<file path="src/rtl/hdlc_tx.sv">
// HDLC-style serial frame transmitter: opening flags, zero-bit-stuffed payload,
// closing flags and a fixed idle gap, emitted as a gated serial clock plus data.
module hdlc_tx #(
   parameter logic [7:0] FLAG        = 8'h7E,
   parameter int         OPEN_FLAGS  = 4,
   parameter int         CLOSE_FLAGS = 1,
   parameter int         BIT_PERIOD  = 4,
   parameter int         GAP_CYCLES  = 256
) (
   input  logic       clk,
   input  logic       rstn,
   input  logic       tvalid,
   output logic       tready,
   input  logic [7:0] tdata,
   input  logic       tlast,
   output logic       clk_out,
   output logic       data_out,
   output logic       busy,
   output logic       underrun,
   output logic       finish,
   output logic [2:0] dbg_state
);

   localparam logic [2:0] S_IDLE  = 3'd0;
   localparam logic [2:0] S_OPEN  = 3'd1;
   localparam logic [2:0] S_DATA  = 3'd2;
   localparam logic [2:0] S_STUFF = 3'd3;
   localparam logic [2:0] S_CLOSE = 3'd4;
   localparam logic [2:0] S_GAP   = 3'd5;

   localparam int MAXF = (OPEN_FLAGS > CLOSE_FLAGS) ? OPEN_FLAGS : CLOSE_FLAGS;
   localparam int PW   = $clog2(BIT_PERIOD);
   localparam int FW   = (MAXF > 1) ? $clog2(MAXF) : 1;
   localparam int GW   = $clog2(GAP_CYCLES);

   localparam logic [PW-1:0] PH_LAST    = PW'(BIT_PERIOD - 1);
   localparam logic [PW-1:0] PH_HALF    = PW'(BIT_PERIOD / 2);
   localparam logic [FW-1:0] OPEN_LAST  = FW'(OPEN_FLAGS - 1);
   localparam logic [FW-1:0] CLOSE_LAST = FW'(CLOSE_FLAGS - 1);
   localparam logic [GW-1:0] GAP_LAST   = GW'(GAP_CYCLES - 1);

   logic [2:0]    state_q, state_d;
   logic [PW-1:0] phase_q, phase_d;
   logic [2:0]    bit_q, bit_d;
   logic [FW-1:0] flag_q, flag_d;
   logic [2:0]    ones_q, ones_d;
   logic [7:0]    cur_q, cur_d;
   logic          cur_last_q, cur_last_d;
   logic [7:0]    nxt_q, nxt_d;
   logic          nxt_last_q, nxt_last_d;
   logic [GW-1:0] gap_q, gap_d;
   logic          data_q, data_d;
   logic          clk_q, clk_d;

   logic active, ph0, ph_end, advance;

   assign active = (state_q == S_OPEN) || (state_q == S_DATA) ||
                   (state_q == S_STUFF) || (state_q == S_CLOSE);
   assign ph0    = (phase_q == '0);
   assign ph_end = (phase_q == PH_LAST);

   // Handshake: tready is combinational and a byte is taken on every rising edge
   // where tvalid && tready. tready only rises in IDLE or at phase 0 of the LSB
   // slot of a non-final byte; tvalid is ignored everywhere else.
   always_comb begin
      state_d    = state_q;
      phase_d    = phase_q;
      bit_d      = bit_q;
      flag_d     = flag_q;
      ones_d     = ones_q;
      cur_d      = cur_q;
      cur_last_d = cur_last_q;
      nxt_d      = nxt_q;
      nxt_last_d = nxt_last_q;
      gap_d      = gap_q;
      data_d     = data_q;
      clk_d      = 1'b0;
      tready     = 1'b0;
      underrun   = 1'b0;
      finish     = 1'b0;
      advance    = 1'b0;

      if (active) begin
         phase_d = ph_end ? '0 : phase_q + 1'b1;
         clk_d   = (phase_q >= PH_HALF);
      end

      case (state_q)
         S_IDLE: begin
            data_d = 1'b1;
            if (tvalid) begin
               tready     = 1'b1;
               cur_d      = tdata;
               cur_last_d = tlast;
               phase_d    = '0;
               bit_d      = '0;
               flag_d     = '0;
               ones_d     = '0;
               state_d    = S_OPEN;
            end
         end
         S_OPEN: begin
            if (ph0) data_d = FLAG[3'd7 - bit_q];
            if (ph_end) begin
               bit_d = bit_q + 1'b1;
               if (bit_q == 3'd7) begin
                  if (flag_q == OPEN_LAST) begin
                     flag_d  = '0;
                     state_d = S_DATA;
                  end else begin
                     flag_d = flag_q + 1'b1;
                  end
               end
            end
         end
         S_DATA: begin
            if (ph0) begin
               data_d = cur_q[3'd7 - bit_q];
               ones_d = cur_q[3'd7 - bit_q] ? ones_q + 1'b1 : 3'd0;
               if (bit_q == 3'd7 && !cur_last_q) begin
                  if (tvalid) begin
                     tready     = 1'b1;
                     nxt_d      = tdata;
                     nxt_last_d = tlast;
                  end else begin
                     // Nothing to send next: end the frame after this byte.
                     underrun   = 1'b1;
                     cur_last_d = 1'b1;
                  end
               end
            end
            if (ph_end) begin
               if (ones_q == 3'd5) state_d = S_STUFF;
               else                advance = 1'b1;
            end
         end
         S_STUFF: begin
            if (ph0) begin
               data_d = 1'b0;
               ones_d = '0;
            end
            if (ph_end) advance = 1'b1;
         end
         S_CLOSE: begin
            if (ph0) data_d = FLAG[3'd7 - bit_q];
            if (ph_end) begin
               bit_d = bit_q + 1'b1;
               if (bit_q == 3'd7) begin
                  if (flag_q == CLOSE_LAST) begin
                     flag_d  = '0;
                     gap_d   = '0;
                     state_d = S_GAP;
                  end else begin
                     flag_d = flag_q + 1'b1;
                  end
               end
            end
         end
         S_GAP: begin
            data_d = 1'b1;
            if (gap_q == GAP_LAST) begin
               finish  = 1'b1;
               gap_d   = '0;
               state_d = S_IDLE;
            end else begin
               gap_d = gap_q + 1'b1;
            end
         end
         default: state_d = S_IDLE;
      endcase

      // Leaving a payload slot: next bit, next byte, or the closing flags.
      if (advance) begin
         if (bit_q == 3'd7) begin
            bit_d = '0;
            if (cur_last_q) begin
               ones_d  = '0;
               flag_d  = '0;
               state_d = S_CLOSE;
            end else begin
               cur_d      = nxt_q;
               cur_last_d = nxt_last_q;
               state_d    = S_DATA;
            end
         end else begin
            bit_d   = bit_q + 1'b1;
            state_d = S_DATA;
         end
      end
   end

   always_ff @(posedge clk or negedge rstn) begin
      if (!rstn) begin
         state_q    <= S_IDLE;
         phase_q    <= '0;
         bit_q      <= '0;
         flag_q     <= '0;
         ones_q     <= '0;
         cur_q      <= '0;
         cur_last_q <= 1'b0;
         nxt_q      <= '0;
         nxt_last_q <= 1'b0;
         gap_q      <= '0;
         data_q     <= 1'b1;
         clk_q      <= 1'b0;
      end else begin
         state_q    <= state_d;
         phase_q    <= phase_d;
         bit_q      <= bit_d;
         flag_q     <= flag_d;
         ones_q     <= ones_d;
         cur_q      <= cur_d;
         cur_last_q <= cur_last_d;
         nxt_q      <= nxt_d;
         nxt_last_q <= nxt_last_d;
         gap_q      <= gap_d;
         data_q     <= data_d;
         clk_q      <= clk_d;
      end
   end

   assign clk_out   = clk_q;
   assign data_out  = data_q;
   assign busy      = (state_q != S_IDLE);
   assign dbg_state = state_q;

endmodule

</file>
<file path="config.mk">
export PLATFORM = sky130hd
export DESIGN_NAME = hdlc_tx
export DESIGN_NICKNAME = d
export VERILOG_FILES = /design/src/rtl/hdlc_tx.sv
export SDC_FILE = /design/constraint.sdc
export NUM_CORES = 1
export LEC_CHECK = 0
export BUFFER_PORTS_ARGS = -buffer_cell sky130_fd_sc_hd__buf_2
export CELL_PAD_IN_SITES_DETAIL_PLACEMENT = 1
export CELL_PAD_IN_SITES_GLOBAL_PLACEMENT = 2
export CORE_MARGIN = 2
export CORE_UTILIZATION = 34
export DETAILED_ROUTE_END_ITERATION = 10
export PLACE_DENSITY_LB_ADDON = 0.1
export SYNTH_ARGS = -nofsm -noshare
export SYNTH_HDL_FRONTEND = slang
export SYNTH_SLANG_ARGS = --single-unit
</file>
<file path="constraint.sdc">
create_clock -name clk -period 1.95 [get_ports clk]
set_clock_uncertainty 0.2 [all_clocks]
set_input_delay 0.39 -clock clk [delete_from_list [all_inputs] [get_ports clk]]
set_output_delay 0.39 -clock clk [all_outputs]
set_load 0.01 [all_outputs]
</file>
==> summary.json, run 1 <==
{
  "cp.required_ps": 1360,
  "largest_net_degree_at_the_start_of_global_routing": 28,
  "syn-instance-count": 252,
  "synth-async-reset-ratio_pct": 100,
  "leakage_nw": 1.56,
  "p_per_area_nw_per_um2": 472,
  "drc": 0,
  "hold_violations": 0,
  "vias": 2109,
  "yosys_register_bits": 41,
  "detail_route.wl_per_cell_um": 15.6,
  "period_needed_ps": 2150,
  "chipHeight_um": 88.8,
  "swShare_pct": 22.0,
  "place_ws_ps": -43.9,
  "dieArea_um2": 7890,
  "peakVddDrop_mv": 0.338,
  "timing.final.ws_setup_ps": -204,
  "internal_power_mw": 1.25,
  "detail_route.wirelength_mm": 6.55,
  "initial_antenna_violation_count": 0,
  "setup-tns-final_ps": -718,
  "layout_commonest_cell": "sky130_fd_sc_hd__buf_4",
  "io_pins": 21,
  "hold_class": "primary input to flop",
  "area.growth.synth_to_final_pct": 38.5,
  "status": "finished with violations",
  "violations": "negative setup slack",
  "combPwrFrac_pct": 2.6,
  "ys_types": 56,
  "cts.clk_slew.worst_paths_ps": 90,
  "detailedRoute.firstIterationViolations": 76,
  "chipWidth_um": 88.8,
  "end_kind": "primary output",
  "clock-sinks": 41,
  "global_route_wire_length_before_repair_mm": 11.0,
  "max_cap_viol_count": 0,
  "drive_above_1_share_pct": 40.2,
  "drv_slew": 0,
  "timing.critical_path.slowest_cell_delay_ps": 410,
  "timing.critical_path.from_type": "flop",
  "coreArea_um2": 6870,
  "slowest_stage": "sky130_fd_sc_hd__dfrtp_1",
  "synth-seq-area-share_pct": 42.0,
  "timing.critical_path.cells": "inv_2, ha_4, and4bb_4, and4b_1, buf_2",
  "cp_data_arrival_time_ps": 1560,
  "layout.cells.most_common_list": "sky130_fd_sc_hd__buf_4 (47), sky130_fd_sc_hd__dfrtp_1 (37), sky130_fd_sc_hd__nand2_1 (29)",
  "timing.max_slew.rel_slack_pct": 73.4,
  "drtPass1Iterations": 4,
  "fill_cells": 778,
  "finalWeightedCongestion": 0.850,
  "grt_setup_unrepaired": "true",
  "worstSetupPathType": "flop to primary output",
  "power_frac_clock_pct": 44.3,
  "row_count": 30,
  "number_of_global_route_vias_before_repair": 2235,
  "worstPathBufferInverterCount": 2,
  "synth_ff_type": "sky130_fd_sc_hd__dfrtp_1",
  "insertedDiodeCount": 0,
  "critical_path_peak_fanout": 4,
  "drt-vias-per-instance": 5.03,
  "synth_edf_count": 0,
  "worst-slew-pin-transition_ps": 399,
  "netlist_area_um2": 2450,
  "crit_family": "simple AND/OR/NAND/NOR gates",
  "initial_utilization_pct": 35.6,
  "final_net_count": 347,
  "final_min_period_over_clock_period_pct": 110,
  "overall_global_routing_usage_pct": 18.2,
  "ys_warn_count": 0,
  "fmax_mhz": 464,
  "post-dp-hpwl_mm": 4.75,
  "number_of_buffers_created_by_cts": 5,
  "overflow": 0,
  "clockRootBuffer": "sky130_fd_sc_hd__clkbuf_8",
  "cts_tree": "yes",
  "power_switching_uw": 352,
  "share_seq_of_total_power_pct": 53.0,
  "postSynthNetCount": 277,
  "io_buffers": 20,
  "clock_insertion_delay_worst_skew_ps": 300,
  "cts-root-to-sink-buffers": 2,
  "number_of_setup_violations_in_the_final_report": 7,
  "htreeDepth": 2,
  "postSynthAreaPerCell_um2": 9.71,
  "drtAntennaViolNets": 0
}
-- final timing paths --
check | endpoint | slack [ps] | depth (start not counted) | from
setup / recovery | underrun | -200 | 5 | phase_q[0]
hold / removal | nxt_q[1] | 130 | 2 | tdata[1]
setup reg to reg | dbg_state[1] | -20 | 7 | bit_q[0]
hold reg to reg | cur_q[5] | 290 | 2 | nxt_q[5]
max in group asynchronous | cur_last_q | 740 | 3 | rstn
min in group asynchronous | gap_q[2] | 340 | 2 | rstn
-- area by class of cell --
cell class | count | area, um2 | area share, %
Timing Repair Buffer | 75 | 578 | 17.1
Sequential cell | 41 | 1030 | 30.4
Clock buffer | 5 | 68.8 | 2.03
Clock inverter | 3 | 43.8 | 1.29
Inverter | 12 | 45.0 | 1.33
Multi-Input combinational cell | 187 | 1500 | 44.3
Tap cell | 96 | 120 | 3.54
-- synth_stat cells, types with 3 or more instances --
library cell,n,area share [%]
sky130_fd_sc_hd__a21oi_1,8,1.6
sky130_fd_sc_hd__a22o_1,3,1.1
sky130_fd_sc_hd__a31oi_1,7,1.8
sky130_fd_sc_hd__buf_2,6,1.2
sky130_fd_sc_hd__buf_6,3,1.4
sky130_fd_sc_hd__dfrtp_1,40,41
sky130_fd_sc_hd__ha_1,13,6.6
sky130_fd_sc_hd__inv_1,12,1.8
sky130_fd_sc_hd__mux2_2,9,4.1
sky130_fd_sc_hd__mux2i_1,12,4.9
sky130_fd_sc_hd__nand2_1,29,4.4
sky130_fd_sc_hd__nand3_1,7,1.4
sky130_fd_sc_hd__nor2_1,22,3.4
sky130_fd_sc_hd__nor2b_1,3,0.77
sky130_fd_sc_hd__nor3_1,4,0.82
sky130_fd_sc_hd__o21ai_0,19,3.9
sky130_fd_sc_hd__or3_1,4,1.0
sky130_fd_sc_hd__xnor2_1,5,1.8
-- worst reg2reg max path, cell delays in order, from the launching register on --
cell and delay (ps):
sky130_fd_sc_hd__dfrtp_1 420, sky130_fd_sc_hd__ha_4 180, sky130_fd_sc_hd__ha_4 160, sky130_fd_sc_hd__buf_6 120
sky130_fd_sc_hd__a311o_1 250, sky130_fd_sc_hd__a22o_1 260, sky130_fd_sc_hd__a31oi_1 190, sky130_fd_sc_hd__a31oi_1 60
-- flip-flops by register name, summed over array words and instances (netlist names) --
signal / count
cur_last_q: 1
gap_q: 8
clk_out: 1
data_out: 1
dbg_state: 3
nxt_last_q: 1
flag_q: 2
cur_q: 8
phase_q: 2
ones_q: 3
bit_q: 3
nxt_q: 8
-- routing by layer --
| metal | track usage, % | vias to the layer above | wire length (um) |
|---|---|---|---|
| met4 | 4.96 | 0 | 72 |
| li1 | - | 1029 | - |
| met5 | 0 | - | 0 |
| met3 | 2.52 | 7 | 130 |
| met1 | 23.2 | 1050 | 2980 |
| met2 | 32.0 | 23 | 3370 |
-- power groups by stage --
stage	registers [mW]	clock network [mW]	logic, mW
floorplan	0.867	0	0.00199
global placement	0.866	0	0.0427
detailed placement	0.866	0	0.0427
CTS	0.849	0.734	0.0440
global route	0.850	0.766	0.0484
finish	0.849	0.710	0.0420
-- kinds of logic (layout without fill, tap and decap cells) --
family / count (synthesis) / count (layout) / share of synthesized area (%)
buf+inv: 24 / 95 / 5.21
xor+xnor: 7 / 7 / 2.51
flops: 41 / 41 / 42.0
compound gates: 55 / 55 / 14.5
mux: 22 / 22 / 9.51
fa+ha+maj: 13 / 13 / 6.65
simple gates: 90 / 90 / 19.6
-- metrics by stage --
step | util, % | cell area, um2 | total power, mW | hold WS (ps) | cells
floorplan | - | 2480 | 0.869 | -106 | 252
global placement | 42.4 | 2920 | 0.909 | 150 | 394
detailed placement | 42.4 | 2920 | 0.909 | 141 | 394
CTS | 48.1 | 3300 | 1.63 | 127 | 416
global route | 49.3 | 3390 | 1.66 | 134 | 419
finish | 49.3 | 3390 | 1.60 | 131 | 419
-- repair_timing --
action,4_1_cts,5_1_grt
endpoints found under the setup margin,23,37
hold endpoints to repair,13,0
setup buffers,13,6
hold buffers,1,0
resized for setup,34,15
pin swaps,10,10
Power figures use the tool's default switching activity.
==> run 2, diff against run 1 <==
RECOVER_POWER = 100   (was default)
==> run 2 against run 1 <==
Effect of this change:
- the run still ends with negative setup slack left
- sequential cell count is the same
- power is 0.22% lower
- worst setup slack about the same
==> summary.json, run 2 (synthesis gave the netlist of run 1 again) <==
{
  "status": "finished with violations",
  "violations": "negative setup slack",
  "global_route_wire_length_before_repair_mm": 11.0,
  "grt_setup_unrepaired": "true",
  "io_buffers": 20,
  "p_per_area_nw_per_um2": 473,
  "drtPass1Iterations": 4,
  "place_inst": 394,
  "detail_route.wirelength_mm": 6.55,
  "timing.max_slew.rel_slack_pct": 41.7,
  "initial_utilization_pct": 35.6,
  "cts-root-to-sink-buffers": 2,
  "number_of_setup_violations_in_the_final_report": 7,
  "worst-slew-pin-transition_ps": 875,
  "timing.critical_path.slowest_cell_delay_ps": 410,
  "cts.clk_slew.worst_paths_ps": 90,
  "setup-tns-final_ps": -717,
  "drive_above_1_share_pct": 39.6,
  "drtAntennaViolNets": 0,
  "chipWidth_um": 88.8,
  "drv_slew": 0,
  "detailedRoute.firstIterationViolations": 76,
  "coreArea_um2": 6870,
  "layout_top_registers": "cur_q: 8 flops, gap_q: 8 flops, nxt_q: 8 flops",
  "io_pins": 21,
  "timing.critical_path.from_type": "flop",
  "cp_data_arrival_time_ps": 1560,
  "chipHeight_um": 88.8,
  "final_core_utilization_pct": 49.1,
  "clockRootBuffer": "sky130_fd_sc_hd__clkbuf_8",
  "drt-vias-per-instance": 5.03,
  "post-dp-hpwl_mm": 4.75,
  "dieArea_um2": 7890,
  "timing.final.ws_setup_ps": -204,
  "drc": 0,
  "largest_net_degree_at_the_start_of_global_routing": 28,
  "overall_global_routing_usage_pct": 18.2,
  "detail_route.wl_per_cell_um": 15.6,
  "dpl_cell_area_um2": 2920,
  "max_cap_viol_count": 0,
  "period_needed_ps": 2150,
  "fin_cells": 419,
  "worstSetupPathType": "flop to primary output",
  "final_net_count": 347,
  "number_of_buffers_created_by_cts": 5,
  "number_of_global_route_vias_before_repair": 2235,
  "htreeDepth": 2,
  "slowest_stage": "sky130_fd_sc_hd__dfrtp_1",
  "layout_commonest_cell": "sky130_fd_sc_hd__buf_4",
  "area.growth.synth_to_final_pct": 37.9,
  "vias": 2109,
  "clock_insertion_delay_worst_skew_ps": 300,
  "final_area_um2": 3370,
  "fill_cells": 779,
  "finalWeightedCongestion": 0.850,
  "leakage_nw": 1.55,
  "insertedDiodeCount": 0,
  "clock-sinks": 41,
  "initial_antenna_violation_count": 0,
  "layout.cells.most_common_list": "sky130_fd_sc_hd__buf_4 (48), sky130_fd_sc_hd__dfrtp_1 (37), sky130_fd_sc_hd__nand2_1 (29)",
  "design_power_total_mw": 1.60,
  "hold_class": "primary input to flop",
  "timing.critical_path.cells": "inv_2, ha_4, and4bb_4, and4b_1, buf_2",
  "peakVddDrop_mv": 0.338,
  "overflow": 0,
  "cts_tree": "yes",
  "row_count": 30,
  "critical_path_peak_fanout": 4,
  "fmax_mhz": 464,
  "cp.required_ps": 1360,
  "final_min_period_over_clock_period_pct": 110,
  "end_kind": "primary output",
  "hold_violations": 0
}
run 2: power by group:
group | total (mW) | switching (mW) | internal (mW)
logic | 0.0384 | 0.0256 | 0.0128
clock network | 0.710 | 0.326 | 0.384
registers | 0.849 | 0 | 0.849
total | 1.60 | 0.351 | 1.25
run 2: stage by stage:
step	setup slack (ps)	hold WS, ps
after floorplan	-16.3	-106
after global placement	-1.77	150
after detailed placement	-43.9	141
after CTS	-206	127
after global routing	-242	134
final	-204	131
run 2: area by class of cell:
class                      instances  area (um2)  area share, %
multi-input combinational        187        1500           44.5
tap                               96         120           3.56
sequential                        41        1030           30.6
timing repair buffer              75         563           16.7
clock inverter                     3        43.8           1.30
clock buffer                       5        68.8           2.04
inverter                          12        45.0           1.33
run 2: final timing paths:
kind	slack, ps	cells past startpoint	endpoint	startpoint
hold / removal	130	2	nxt_q[1]	tdata[1]
hold reg to reg	290	2	cur_q[5]	nxt_q[5]
min in group asynchronous	520	2	gap_q[2]	rstn
setup / recovery	-200	5	underrun	phase_q[0]
setup reg to reg	-20	7	dbg_state[1]	bit_q[0]
max in group asynchronous	170	3	cur_last_q	rstn
run 2: metal layers:
metal | up-vias | GRT usage, % | wire, um
li1 | 1029 | - | -
met1 | 1050 | 23.2 | 2970
met2 | 23 | 32.0 | 3370
met3 | 7 | 2.52 | 130
met4 | 0 | 4.96 | 72
met5 | - | 0 | 0
run 2: worst max-delay path, delay by kind of cell (launching register included):
kind,cells,cell delay (ps)
adder cells (fa/ha/maj),1,130
buffers and inverters,2,230
flip-flops,1,410
AND/OR/NAND/NOR,2,520
run 2: repair_timing:
item / 4_1_cts / 5_1_grt
gates resized for setup: 34 / 15
endpoints found under the setup margin: 23 / 37
gates cloned: 0 / 0
pin swaps: 10 / 10
hold endpoints to repair: 13 / 0
hold buffers: 1 / 0
setup buffers: 13 / 6
==> run 3, diff against run 2 <==
CELL_PAD_IN_SITES_DETAIL_PLACEMENT = default   (was 1)
CELL_PAD_IN_SITES_GLOBAL_PLACEMENT = default   (was 2)
CORE_UTILIZATION = 54   (was 34)
PLACE_DENSITY = 0.76   (was default)
PLACE_DENSITY_LB_ADDON = default   (was 0.1)
==> run 3 against run 2 <==
Effect of this change:
- the flow still finishes with violations (negative setup slack)
- critical path type unchanged
- highest routed layer unchanged
- global-route usage is 5.9 points higher
- clock power shrank 17%
- via count unchanged
- critical endpoint is now finish
- count of clock-buffer cells in the layout up 2
==> summary.json, run 3 (synthesis gave the netlist of run 1 again) <==
{
  "internal_power_mw": 1.15,
  "drt-vias-per-instance": 5.68,
  "grt_setup_unrepaired": "true",
  "global_route_wire_length_before_repair_mm": 9.49,
  "fill_cells": 315,
  "io_pins": 21,
  "final_area_um2": 3190,
  "final_net_count": 343,
  "layout.cells.most_common_list": "sky130_fd_sc_hd__dfrtp_1 (38), sky130_fd_sc_hd__buf_4 (37), sky130_fd_sc_hd__nand2_1 (28)",
  "post-dp-hpwl_mm": 3.78,
  "seqCellArea_um2": 1030,
  "share_seq_of_total_power_pct": 57.5,
  "timing.max_slew.rel_slack_pct": 34.7,
  "insertedDiodeCount": 0,
  "htreeDepth": 2,
  "cts-root-to-sink-buffers": 2,
  "timing.critical_path.from_type": "flop",
  "largest_net_degree_at_the_start_of_global_routing": 42,
  "drv_slew": 0,
  "power_frac_clock_pct": 40.1,
  "cp.required_ps": 1360,
  "groute.layer.met1.usage_pct": 28.8,
  "vias": 2109,
  "finalWeightedCongestion": 0.958,
  "worst-slew-pin-transition_ps": 979,
  "drtPass1Iterations": 4,
  "detail_route.wl_per_cell_um": 16.3,
  "number_of_setup_violations_in_the_final_report": 12,
  "design_power_total_mw": 1.48,
  "peakVddDrop_mv": 0.428,
  "row_count": 24,
  "cp_data_arrival_time_ps": 1570,
  "io_buffers": 20,
  "final_core_utilization_pct": 73.3,
  "chipWidth_um": 71.3,
  "p_per_area_nw_per_um2": 463,
  "number_of_global_route_vias_before_repair": 2111,
  "clock_insertion_delay_worst_skew_ps": 300,
  "overall_global_routing_usage_pct": 24.1,
  "cts_tree": "yes",
  "area.growth.synth_to_final_pct": 30.4,
  "swShare_pct": 22.2,
  "globalRoute.busiestLayer": "met2",
  "power_switching_uw": 328,
  "area_taken_by_multi_input_logic_gates_um2": 1460,
  "clockRootBuffer": "sky130_fd_sc_hd__clkbuf_8",
  "dieArea_um2": 5090,
  "drive_above_1_share_pct": 37.6,
  "end_kind": "primary output",
  "cts.clk_slew.worst_paths_ps": 80,
  "layout_top_registers": "cur_q: 8 flops, gap_q: 8 flops, nxt_q: 8 flops",
  "layout_commonest_cell": "sky130_fd_sc_hd__dfrtp_1",
  "chipHeight_um": 71.3,
  "overflow": 0,
  "combPwrFrac_pct": 2.4,
  "status": "finished with violations",
  "initial_utilization_pct": 56.2,
  "critical_path_peak_fanout": 2,
  "drtAntennaViolNets": 0,
  "initial_antenna_violation_count": 0,
  "drc": 0,
  "gr-usage-met3_pct": 5.49,
  "worstSetupPathType": "flop to primary output",
  "hold_violations": 0,
  "final_min_period_over_clock_period_pct": 111,
  "fin_cells": 371,
  "detailedRoute.firstIterationViolations": 121,
  "max_cap_viol_count": 0,
  "violations": "negative setup slack",
  "coreArea_um2": 4350,
  "hold_class": "primary input to flop",
  "clock-sinks": 41,
  "place_inst": 344,
  "leakage_nw": 1.49,
  "fmax_mhz": 463,
  "dpl_cell_area_um2": 2790,
  "number_of_buffers_created_by_cts": 5,
  "met2_usage_pct": 39.8,
  "detail_route.wirelength_mm": 6.05,
  "place_ws_ps": -32.5,
  "timing.final.ws_setup_ps": -210,
  "setup-tns-final_ps": -1080,
  "timing.hold.ws_ps": 129,
  "period_needed_ps": 2160
}
[run 3: final timing paths]
kind / start / endpoint / slack (ps) / cells past startpoint
setup / recovery: gap_q[1] / finish / -210 / 5
hold / removal: tdata[5] / nxt_q[5] / 130 / 2
max in group asynchronous: rstn / dbg_state[1] / 240 / 3
setup reg to reg: bit_q[0] / ones_q[2] / -110 / 6
min in group asynchronous: rstn / gap_q[3] / 640 / 3
hold reg to reg: nxt_q[0] / cur_q[0] / 280 / 2
[run 3: power by group through the flow]
stage | registers, mW | clock network, mW | logic (mW)
5_1_grt | 0.849 | 0.634 | 0.0412
3_5_place_dp | 0.866 | 0 | 0.0352
4_1_cts | 0.849 | 0.601 | 0.0369
6_report | 0.849 | 0.592 | 0.0352
2_1_floorplan | 0.867 | 0 | 0.00199
3_3_place_gp | 0.866 | 0 | 0.0353
[run 3: cell type report]
| type | instances | area share [%] |
|---|---|---|
| Multi-Input combinational cell | 187 | 45.7 |
| Sequential cell | 41 | 32.3 |
| Timing Repair Buffer | 71 | 15.6 |
| Clock buffer | 7 | 2.70 |
| Tap cell | 52 | 2.04 |
| Inverter | 12 | 1.41 |
| Clock inverter | 1 | 0.235 |
[run 3: metal layers]
layer	share of wire (%)	up-vias
met5	0	-
met4	2.7	0
met3	4.5	15
met2	51	55
met1	42	1012
li1	-	1027
[run 3: what timing repair did]
action                                  CTS  global route
setup buffers                            14             4
endpoints found under the setup margin   10            30
hold endpoints to repair                 40             0
cloned                                    0             2
gates resized for setup                  21            29
hold buffers                              1             0
pin swaps                                 8            13
[run 3: worst max-delay path: stages, from the launching register on]
cell,delay [ps]
sky130_fd_sc_hd__dfrtp_1,370
sky130_fd_sc_hd__ha_2,200
sky130_fd_sc_hd__nand3_2,100
sky130_fd_sc_hd__or3_4,350
sky130_fd_sc_hd__nor2_2,110
sky130_fd_sc_hd__buf_2,140
